<file path="src/rtl/instruction_fetch_sequencer.sv">
// Instruction fetch sequencer.
// Reads four bytes per instruction from a byte-wide, combinational-read
// instruction memory (big-endian: byte at PC lands in [31:24]), assembles
// the word and hands it to decode over a valid/ready handshake. Owns the
// fetch PC: sequential +4, redirect, and sticky address-fault detection.
//
// Ports:
//   clk_i, rst_n_i          clock (rising edge), async active-low reset
//   fetch_en_i              permit starting a new fetch
//   redirect_valid_i/pc_i   load a new PC, flush the in-flight fetch
//   mem_addr_o / mem_byte_i byte address out, same-cycle read data in
//   instr_o, instr_pc_o     assembled instruction and its address
//   instr_valid_o/ready_i   handshake towards decode
//   pc_o                    next address to be fetched
//   fault_o                 sticky misaligned / out-of-range flag
module instruction_fetch_sequencer #(
    parameter int                PCSize               = 32,
    parameter int                InstructionSize      = 32,
    parameter int                AmountOfInstructions = 128,
    parameter logic [PCSize-1:0] ResetPC              = '0
) (
    input  logic                       clk_i,
    input  logic                       rst_n_i,
    input  logic                       fetch_en_i,
    input  logic                       redirect_valid_i,
    input  logic [PCSize-1:0]          redirect_pc_i,
    output logic [PCSize-1:0]          mem_addr_o,
    input  logic [7:0]                 mem_byte_i,
    output logic [InstructionSize-1:0] instr_o,
    output logic [PCSize-1:0]          instr_pc_o,
    output logic                       instr_valid_o,
    input  logic                       instr_ready_i,
    output logic [PCSize-1:0]          pc_o,
    output logic                       fault_o
);

    typedef enum logic [1:0] {IDLE, FETCH, VALID, FAULT} state_e;

    state_e                     state_q, state_d;
    logic [PCSize-1:0]          pc_q, pc_d;
    logic [1:0]                 cnt_q, cnt_d;
    // Upper three bytes of the word; the last byte goes straight to instr.
    logic [InstructionSize-9:0] buf_q, buf_d;
    logic [InstructionSize-1:0] instr_q, instr_d;
    logic [PCSize-1:0]          instr_pc_q, instr_pc_d;
    logic                       valid_q, valid_d;
    logic                       fault_q, fault_d;

    // Word must be aligned and its last byte inside memory. One extra bit
    // keeps pc+3 from wrapping around to a small, seemingly valid address.
    function automatic logic addr_ok(input logic [PCSize-1:0] a);
        logic [PCSize:0] last;
        last = {1'b0, a} + (PCSize+1)'(3);
        return (a[1:0] == 2'b00) && (last < (PCSize+1)'(AmountOfInstructions));
    endfunction

    assign mem_addr_o    = (state_q == FETCH) ? pc_q + PCSize'(cnt_q) : pc_q;
    assign instr_o       = instr_q;
    assign instr_pc_o    = instr_pc_q;
    assign instr_valid_o = valid_q;
    assign pc_o          = pc_q;
    assign fault_o       = fault_q;

    always_comb begin
        state_d    = state_q;
        pc_d       = pc_q;
        cnt_d      = cnt_q;
        buf_d      = buf_q;
        instr_d    = instr_q;
        instr_pc_d = instr_pc_q;
        valid_d    = valid_q;
        fault_d    = fault_q;

        if (redirect_valid_i) begin
            // Overrides everything, including a word completing this cycle.
            // A VALID word with ready high is taken by decode on this same
            // edge, so dropping valid here loses nothing.
            pc_d    = redirect_pc_i;
            cnt_d   = '0;
            buf_d   = '0;
            valid_d = 1'b0;
            fault_d = 1'b0;
            if (!fetch_en_i) begin
                state_d = IDLE;
            end else if (addr_ok(redirect_pc_i)) begin
                state_d = FETCH;
            end else begin
                state_d = FAULT;
                fault_d = 1'b1;
            end
        end else begin
            unique case (state_q)
                IDLE: begin
                    if (fetch_en_i) begin
                        cnt_d = '0;
                        if (addr_ok(pc_q)) begin
                            state_d = FETCH;
                        end else begin
                            state_d = FAULT;
                            fault_d = 1'b1;
                        end
                    end
                end
                FETCH: begin
                    cnt_d = cnt_q + 2'd1;
                    unique case (cnt_q)
                        2'd0: buf_d[23:16] = mem_byte_i;
                        2'd1: buf_d[15:8]  = mem_byte_i;
                        2'd2: buf_d[7:0]   = mem_byte_i;
                        default: begin
                            instr_d    = {buf_q, mem_byte_i};
                            instr_pc_d = pc_q;
                            pc_d       = pc_q + PCSize'(4);
                            valid_d    = 1'b1;
                            state_d    = VALID;
                        end
                    endcase
                end
                VALID: begin
                    if (instr_ready_i) begin
                        valid_d = 1'b0;
                        if (!fetch_en_i) begin
                            state_d = IDLE;
                        end else if (addr_ok(pc_q)) begin
                            state_d = FETCH;
                            cnt_d   = '0;
                        end else begin
                            state_d = FAULT;
                            fault_d = 1'b1;
                        end
                    end
                end
                default: begin
                    // FAULT: parked until redirect or reset.
                    valid_d = 1'b0;
                end
            endcase
        end
    end

    always_ff @(posedge clk_i or negedge rst_n_i) begin
        if (!rst_n_i) begin
            state_q    <= IDLE;
            pc_q       <= ResetPC;
            cnt_q      <= '0;
            buf_q      <= '0;
            instr_q    <= '0;
            instr_pc_q <= '0;
            valid_q    <= 1'b0;
            fault_q    <= 1'b0;
        end else begin
            state_q    <= state_d;
            pc_q       <= pc_d;
            cnt_q      <= cnt_d;
            buf_q      <= buf_d;
            instr_q    <= instr_d;
            instr_pc_q <= instr_pc_d;
            valid_q    <= valid_d;
            fault_q    <= fault_d;
        end
    end

endmodule

</file>
<file path="config.mk">
export PLATFORM = sky130hd
export DESIGN_NAME = instruction_fetch_sequencer
export DESIGN_NICKNAME = d
export VERILOG_FILES = /design/src/rtl/instruction_fetch_sequencer.sv
export SDC_FILE = /design/constraint.sdc
export NUM_CORES = 1
export LEC_CHECK = 0
export BUFFER_PORTS_ARGS = -buffer_cell sky130_fd_sc_hd__buf_4
export CELL_PAD_IN_SITES_DETAIL_PLACEMENT = 2
export CELL_PAD_IN_SITES_GLOBAL_PLACEMENT = 2
export CORE_MARGIN = 2
export CORE_UTILIZATION = 29
export CTS_CLUSTER_DIAMETER = 80
export DETAILED_ROUTE_END_ITERATION = 8
export HOLD_SLACK_MARGIN = 0.15
export PLACE_DENSITY = 0.87
export SYNTH_ARGS = -nofsm -noshare
export SYNTH_HDL_FRONTEND = slang
export SYNTH_SLANG_ARGS = --single-unit
export TNS_END_PERCENT = 1
</file>
<file path="constraint.sdc">
create_clock -name clk_i -period 2.9 [get_ports clk_i]
set_input_delay 0.58 -clock clk_i [delete_from_list [all_inputs] [get_ports clk_i]]
set_output_delay 0.58 -clock clk_i [all_outputs]
set_load 0.03 [all_outputs]
</file>
==> impl_metrics.env, run 1 <==
export IMPL_status="finished with violations"
export IMPL_violations="negative setup slack"
export IMPL_area_growth_pct=41.9
export IMPL_cp_slowest_cell="dfrtp_2"
export IMPL_syn_nets=787
export IMPL_postRouteAntennaNets=0
export IMPL_core_area_sq_um=23500
export IMPL_p_leak_nw=4.56
export IMPL_yosys_area_share_simple_pct=20.8
export IMPL_grt_max_degree=65
export IMPL_synth_mux_area_share_pct=10.7
export IMPL_rr_worst_depth=9
export IMPL_fp_dieW_microns=159
export IMPL_final_common_cell="buf_4"
export IMPL_max_freq_mhz=314
export IMPL_grt_usage_pct=24.8
export IMPL_worstPathCellList="ha_4 -> inv_2 -> fa_2 -> nand2b_4 -> nor4_4 -> buf_4 -> buf_8 -> nand3_2 -> xnor2_1 -> buf_4"
export IMPL_rsz0062_at_grt="true"
export IMPL_internal_power_w=0.00357
export IMPL_vias=6976
export IMPL_ys_warn_count=0
export IMPL_critical_path_arrival_ns=2.61
export IMPL_fill_cells=2539
export IMPL_ys_top_cells_by_area="dfrtp_1 (45%), mux2_2 (10%), nand2_1 (6.0%)"
export IMPL_clock_latency_ns=0.44
export IMPL_synth_seq_cells=126
export IMPL_drt_total_wl_mm=32.1
export IMPL_r2r_end="cnt_q[0]"
export IMPL_pre_cts_ws_ns=0.0876
export IMPL_finalCritPeriodShare_pct=110
export IMPL_avgViaCountPerCell=5.48
export IMPL_worstSetupStartpoint="pc_o[0]"
export IMPL_max_slew_margin_pct=52.8
export IMPL_ys_seq_area_share_pct=45.1
export IMPL_worst_slack_ns=-0.286
export IMPL_hp_class="primary input to async pin"
export IMPL_dp_hpwl_mm=21.1
export IMPL_synth_compound_area_share_pct=9.47
export IMPL_io_pins=175
export IMPL_syn_inst=731
export IMPL_cts_buffers=17
export IMPL_r2r_slack_ns=-0.19
export IMPL_drive_gt1_share_pct=41.2
export IMPL_synth_edf_count=0
export IMPL_synth_cell_types=60
export IMPL_grt_pass1_wl_mm=48.3
export IMPL_path_clk_slew_ns=0.07
export IMPL_cp_num_buf_inv=4
export IMPL_cp_end_kind="output port"
export IMPL_p_sw_w=0.00216
export IMPL_tightest_slew_ns=0.703
export IMPL_maxSlewViolCount=0
export IMPL_drtIter0Drc=367
export IMPL_ys_async_sr_fraction_pct=100
export IMPL_gp_congestion=0.837
export IMPL_synth_top_family_by_area="simple AND/OR/NAND/NOR gates"
export IMPL_required_ns=2.32
export IMPL_synth_area_sq_um=6990
export IMPL_worst_hold_slack_ns=0.147
export IMPL_drc=0
export IMPL_cts_root_buf="clkbuf_16"
export IMPL_p_clk_share_pct=38.0
export IMPL_row_count=56
export IMPL_cp_max_fo=6
export IMPL_avgSynthCellArea_sq_um=9.56
export IMPL_drv_cap=0
export IMPL_worstReg2RegStart="pc_o[1]"
export IMPL_postCtsHoldBufs=0
export IMPL_clock_sinks=126
export IMPL_die_area_sq_um=25400
export IMPL_die_h_microns=159
export IMPL_clock_skew_ns=0.0124
export IMPL_ys_flop_type="dfrtp_1"
export IMPL_cts_max_level=4
export IMPL_crit_type="flip-flop to output port"
export IMPL_mostFrequentLayoutCells="buf_4 (228), dfrtp_1 (117), nand2_1 (107), mux2_2 (62), nand3_1 (46)"
export IMPL_cts_tree="yes"
export IMPL_initial_core_util_pct=29.7
export IMPL_yosys_area_top_type="dfrtp_1"
export IMPL_critical_path_top_delay_family="buffers and inverters"
export IMPL_synth_top_cell_area_share_pct=45.1
export IMPL_diodes=0
export IMPL_finalHoldViolCount=0
export IMPL_antenna_found_initial=0
export IMPL_cpPeakStageDelay_ns=0.39
export IMPL_p_seq_share_pct=34.8
export IMPL_setup_viol=25
export IMPL_post_drt_wl_per_cell_microns=25.2
export IMPL_p_per_area_nw_per_um2=577
export IMPL_p_total_w=0.00573
export IMPL_yosys_area_share_adder_pct=2.08
export IMPL_grt_ovfl_total=0
export IMPL_first_global_vias=7759
export IMPL_ir_drop_v=0.000405
export IMPL_dr_pass1_iters=5
export IMPL_period_needed_ns=3.19
export IMPL_io_buffer_count=174
export IMPL_final_nets=998
export IMPL_p_sw_share_pct=37.7
export IMPL_crit_top_cell="buf_4"
export IMPL_p_comb_share_pct=27.1
export IMPL_cts_buffer_depth=2
export IMPL_fin_setup_tns_ns=-4.21
export IMPL_startpoint_type="flip-flop"
export IMPL_synth_xor_area_share_pct=7.77
## how the worst max path moves through the flow
stage	to	cells after the start	slack, ns
global route	mem_addr_o[20]	10	-0.41
detailed placement	mem_addr_o[10]	9	0.09
CTS	mem_addr_o[20]	10	-0.34
global placement	mem_addr_o[30]	10	0.19
floorplan	mem_addr_o[30]	8	-0.009
finish	mem_addr_o[20]	10	-0.29
## registers in the layout, summed over array words and instances, names as in the netlist
name,flops
instr_o,32
instr_pc_o,32
pc_o,32
buf_q,24
cnt_q,2
state_q,2
fault_o,1
instr_valid_o,1
## final cells by class
type / instances / area [sq um] / share of cell area, %
clock inverters: 15 / 170 / 1.72
repair buffers: 245 / 1930 / 19.5
well taps: 319 / 399 / 4.03
clock buffers: 17 / 425 / 4.29
flip-flops and latches: 126 / 3160 / 31.9
multi-input cells: 540 / 3780 / 38.1
inverters: 12 / 45.0 / 0.454
## cell usage after synthesis, types with 2 or more instances
cell and count:
nor2_1 40, nor4_2 3, a21oi_1 32, nand4_1 24, a311oi_1 2, a32oi_1 2
nor3_1 18, nor2b_1 6, o21ai_0 39, buf_4 5, o31ai_1 3, buf_2 16
nand3_1 49, ha_1 10, or3_1 4, nand2b_1 4, o31a_1 2, mux2_2 62
inv_1 12, and4_1 4, and2_1 4, buf_1 6, nand2_1 111, mux2i_1 5
clkbuf_1 26, and3_1 7, xor2_1 26, o211ai_1 5, a211oi_1 2, nor4_1 9
dfrtp_1 126, a211o_1 4, xnor2_1 36
## metrics by stage
step / util [%] / instances / cell area, sq um
after floorplan: - / 731 / 7040
after global placement: 38.5 / 1239 / 9070
after detailed placement: 38.5 / 1239 / 9070
after CTS: 41.7 / 1271 / 9810
after global routing: 42.1 / 1274 / 9920
final: 42.1 / 1274 / 9920
## power by group through the flow
stage                     clock (W)  sequential [W]  combinational (W)
after floorplan                   0         0.00210           0.000728
after global placement            0         0.00200            0.00140
after detailed placement          0         0.00201            0.00145
after CTS                   0.00222         0.00199            0.00151
after global routing        0.00228         0.00201            0.00166
final                       0.00218         0.00199            0.00155
## layer usage
layer	wire, microns	vias to the layer above	track usage, %
li1	-	2993	-
met1	12800	3623	29.4
met2	16400	277	43.0
met3	1570	83	5.21
met4	1250	0	11.5
met5	0	-	0
## cells by family after synthesis
| logic type | Yosys count |
|---|---|
| and+or+nand+nor | 293 |
| AOI/OAI and AO/OA | 107 |
| DFF | 126 |
| buffers and inverters | 65 |
| muxes | 67 |
| adders and majority gates | 11 |
| xor gates and xnor gates | 62 |
## what timing repair did
item	4_1_cts	5_1_grt
buffers inserted	0	3
hold endpoints to repair	0	0
gates resized for setup	37	20
setup endpoints to repair	26	30
pin swaps	8	8
No activity file was read; power rests on OpenSTA's default activity.
==> run 2: changes to the inputs <==
- CORE_UTILIZATION: 29 -> 33
- PLACE_DENSITY: 0.87 -> 0.92
- clock period: 2.9 -> 3.1 ns (I/O delays scaled with it)
==> impl_metrics.env, run 2 (synthesis results as in run 1) <==
export IMPL_status="finished with violations"
export IMPL_violations="negative setup slack"
export IMPL_grt_ovfl_total=0
export IMPL_p_per_area_nw_per_um2=566
export IMPL_worst_hold_slack_ns=0.419
export IMPL_drt_total_wl_mm=31.3
export IMPL_p_sw_share_pct=36.6
export IMPL_worst_slack_ns=-0.0855
export IMPL_holdCritStartpoint="redirect_pc_i[30]"
export IMPL_io_pins=175
export IMPL_path_clk_slew_ns=0.07
export IMPL_cts_max_level=4
export IMPL_crit_type="flip-flop to output port"
export IMPL_fin_setup_tns_ns=-0.320
export IMPL_p_total_w=0.00547
export IMPL_design_area_sq_um=9660
export IMPL_rsz0062_at_grt="true"
export IMPL_r2r_slack_ns=0.01
export IMPL_fp_dieW_microns=150
export IMPL_hold_path_endpoint="pc_o[30]"
export IMPL_core_area_sq_um=20900
export IMPL_critical_path_arrival_ns=2.57
export IMPL_startpoint_type="flip-flop"
export IMPL_drc=0
export IMPL_clock_sinks=126
export IMPL_period_needed_ns=3.19
export IMPL_max_slew_margin_pct=63.4
export IMPL_area_growth_pct=38.3
export IMPL_p_clk_share_pct=39.7
export IMPL_cp_end_kind="output port"
export IMPL_drive_gt1_share_pct=39.6
export IMPL_maxSlewViolCount=0
export IMPL_worstHoldPathCells=3
export IMPL_dp_hpwl_mm=19.9
export IMPL_rr_worst_depth=11
export IMPL_cts_root_buf="clkbuf_16"
export IMPL_grt_pass1_wl_mm=46.7
export IMPL_p_leak_nw=4.47
export IMPL_die_area_sq_um=22400
export IMPL_p_seq_share_pct=34.7
export IMPL_postRouteAntennaNets=0
export IMPL_required_ns=2.48
export IMPL_worstReg2RegStart="pc_o[1]"
export IMPL_multiInputGateArea_sq_um=3750
export IMPL_cts_buffers=17
export IMPL_cts_tree="yes"
export IMPL_row_count=53
export IMPL_post_drt_wl_per_cell_microns=25.8
export IMPL_avgViaCountPerCell=5.73
export IMPL_max_freq_mhz=314
export IMPL_cts_buffer_depth=2
export IMPL_final_nets=980
export IMPL_register_area_sq_um=3170
export IMPL_drv_cap=0
export IMPL_dr_pass1_iters=5
export IMPL_tightest_slew_ns=0.544
export IMPL_clock_skew_ns=0.0132
export IMPL_antenna_found_initial=0
export IMPL_finalHoldViolCount=0
export IMPL_finalCritPeriodShare_pct=103
export IMPL_ir_drop_v=0.000434
export IMPL_cp_max_fo=5
export IMPL_internal_power_w=0.00347
export IMPL_final_common_cell="buf_4"
export IMPL_initial_core_util_pct=33.5
export IMPL_setup_viol=9
export IMPL_grt_max_degree=51
export IMPL_first_global_vias=7639
export IMPL_dpl_cell_area_sq_um=8770
export IMPL_mostFrequentLayoutCells="buf_4 (219), dfrtp_1 (115), nand2_1 (109), mux2_2 (62), nand3_1 (47)"
export IMPL_drtIter0Drc=475
export IMPL_die_h_microns=150
export IMPL_r2r_end="cnt_q[0]"
export IMPL_hp_class="primary input to flip-flop"
export IMPL_gp_congestion=0.859
export IMPL_diodes=0
export IMPL_io_buffer_count=174
export IMPL_p_sw_w=0.00201
export IMPL_grt_usage_pct=27.6
export IMPL_vias=6948
export IMPL_fill_cells=2146
export IMPL_clock_latency_ns=0.44
export IMPL_p_comb_share_pct=25.7
## run 2: critical path, stage by stage, from the launching register on
cell and delay, ns:
dfrtp_1 0.38, ha_2 0.20, inv_2 0.04, fa_2 0.34, nand2b_4 0.18, nor4_4 0.17
buf_6 0.18, buf_6 0.14, nand3_1 0.12, xnor2_1 0.18, buf_4 0.19
## run 2: final cells by class
cell class,count,share of cell area (%)
multi-input combinational,540,38.8
clock inverter,15,1.98
tap,275,3.56
clock buffer,17,4.40
inverter,12,0.466
timing repair buffer,227,18.0
sequential,126,32.8
## run 2: power groups by stage
stage | Combinational (W) | Sequential (W) | Clock (W)
3_3_place_gp | 0.00125 | 0.00189 | 0
4_1_cts | 0.00136 | 0.00188 | 0.00217
6_report | 0.00140 | 0.00190 | 0.00217
5_1_grt | 0.00150 | 0.00191 | 0.00225
2_1_floorplan | 0.000679 | 0.00196 | 0
3_5_place_dp | 0.00129 | 0.00191 | 0
## run 2: worst max-delay path by stage
stage / from / to / slack, ns / depth (start not counted)
after detailed placement: pc_o[3] / cnt_q[0] / 0.007 / 8
final: cnt_q[0] / mem_addr_o[20] / -0.09 / 10
after global placement: pc_o[3] / cnt_q[0] / 0.08 / 8
after global routing: pc_o[3] / mem_addr_o[20] / -0.19 / 8
after CTS: cnt_q[0] / mem_addr_o[20] / -0.02 / 10
after floorplan: pc_o[1] / mem_addr_o[30] / 0.06 / 7
## run 2: routing by layer
| metal | wire length [microns] | up-vias | global-route usage [%] |
|---|---|---|---|
| met5 | 0 | - | 0 |
| met4 | 1120 | 0 | 11.2 |
| met3 | 2020 | 94 | 6.68 |
| met2 | 15700 | 318 | 47.4 |
| met1 | 12400 | 3582 | 33.2 |
| li1 | - | 2954 | - |
## run 2: timing repair
| action | CTS | global route |
|---|---|---|
| pin swaps | 3 | 3 |
| hold endpoints to repair | 42 | 0 |
| hold buffers | 1 | 0 |
| setup buffers | 10 | 3 |
| gates resized for setup | 25 | 23 |
| setup endpoints to repair | 24 | 22 |
## run 2: metrics by stage
stage | cells | worst slack, ns | util [%]
after floorplan | 731 | 0.0576 | -
after global placement | 1166 | 0.0767 | 42.0
after detailed placement | 1166 | 0.00651 | 42.0
after CTS | 1209 | -0.0207 | 45.7
after global routing | 1212 | -0.193 | 46.3
final | 1212 | -0.0855 | 46.3
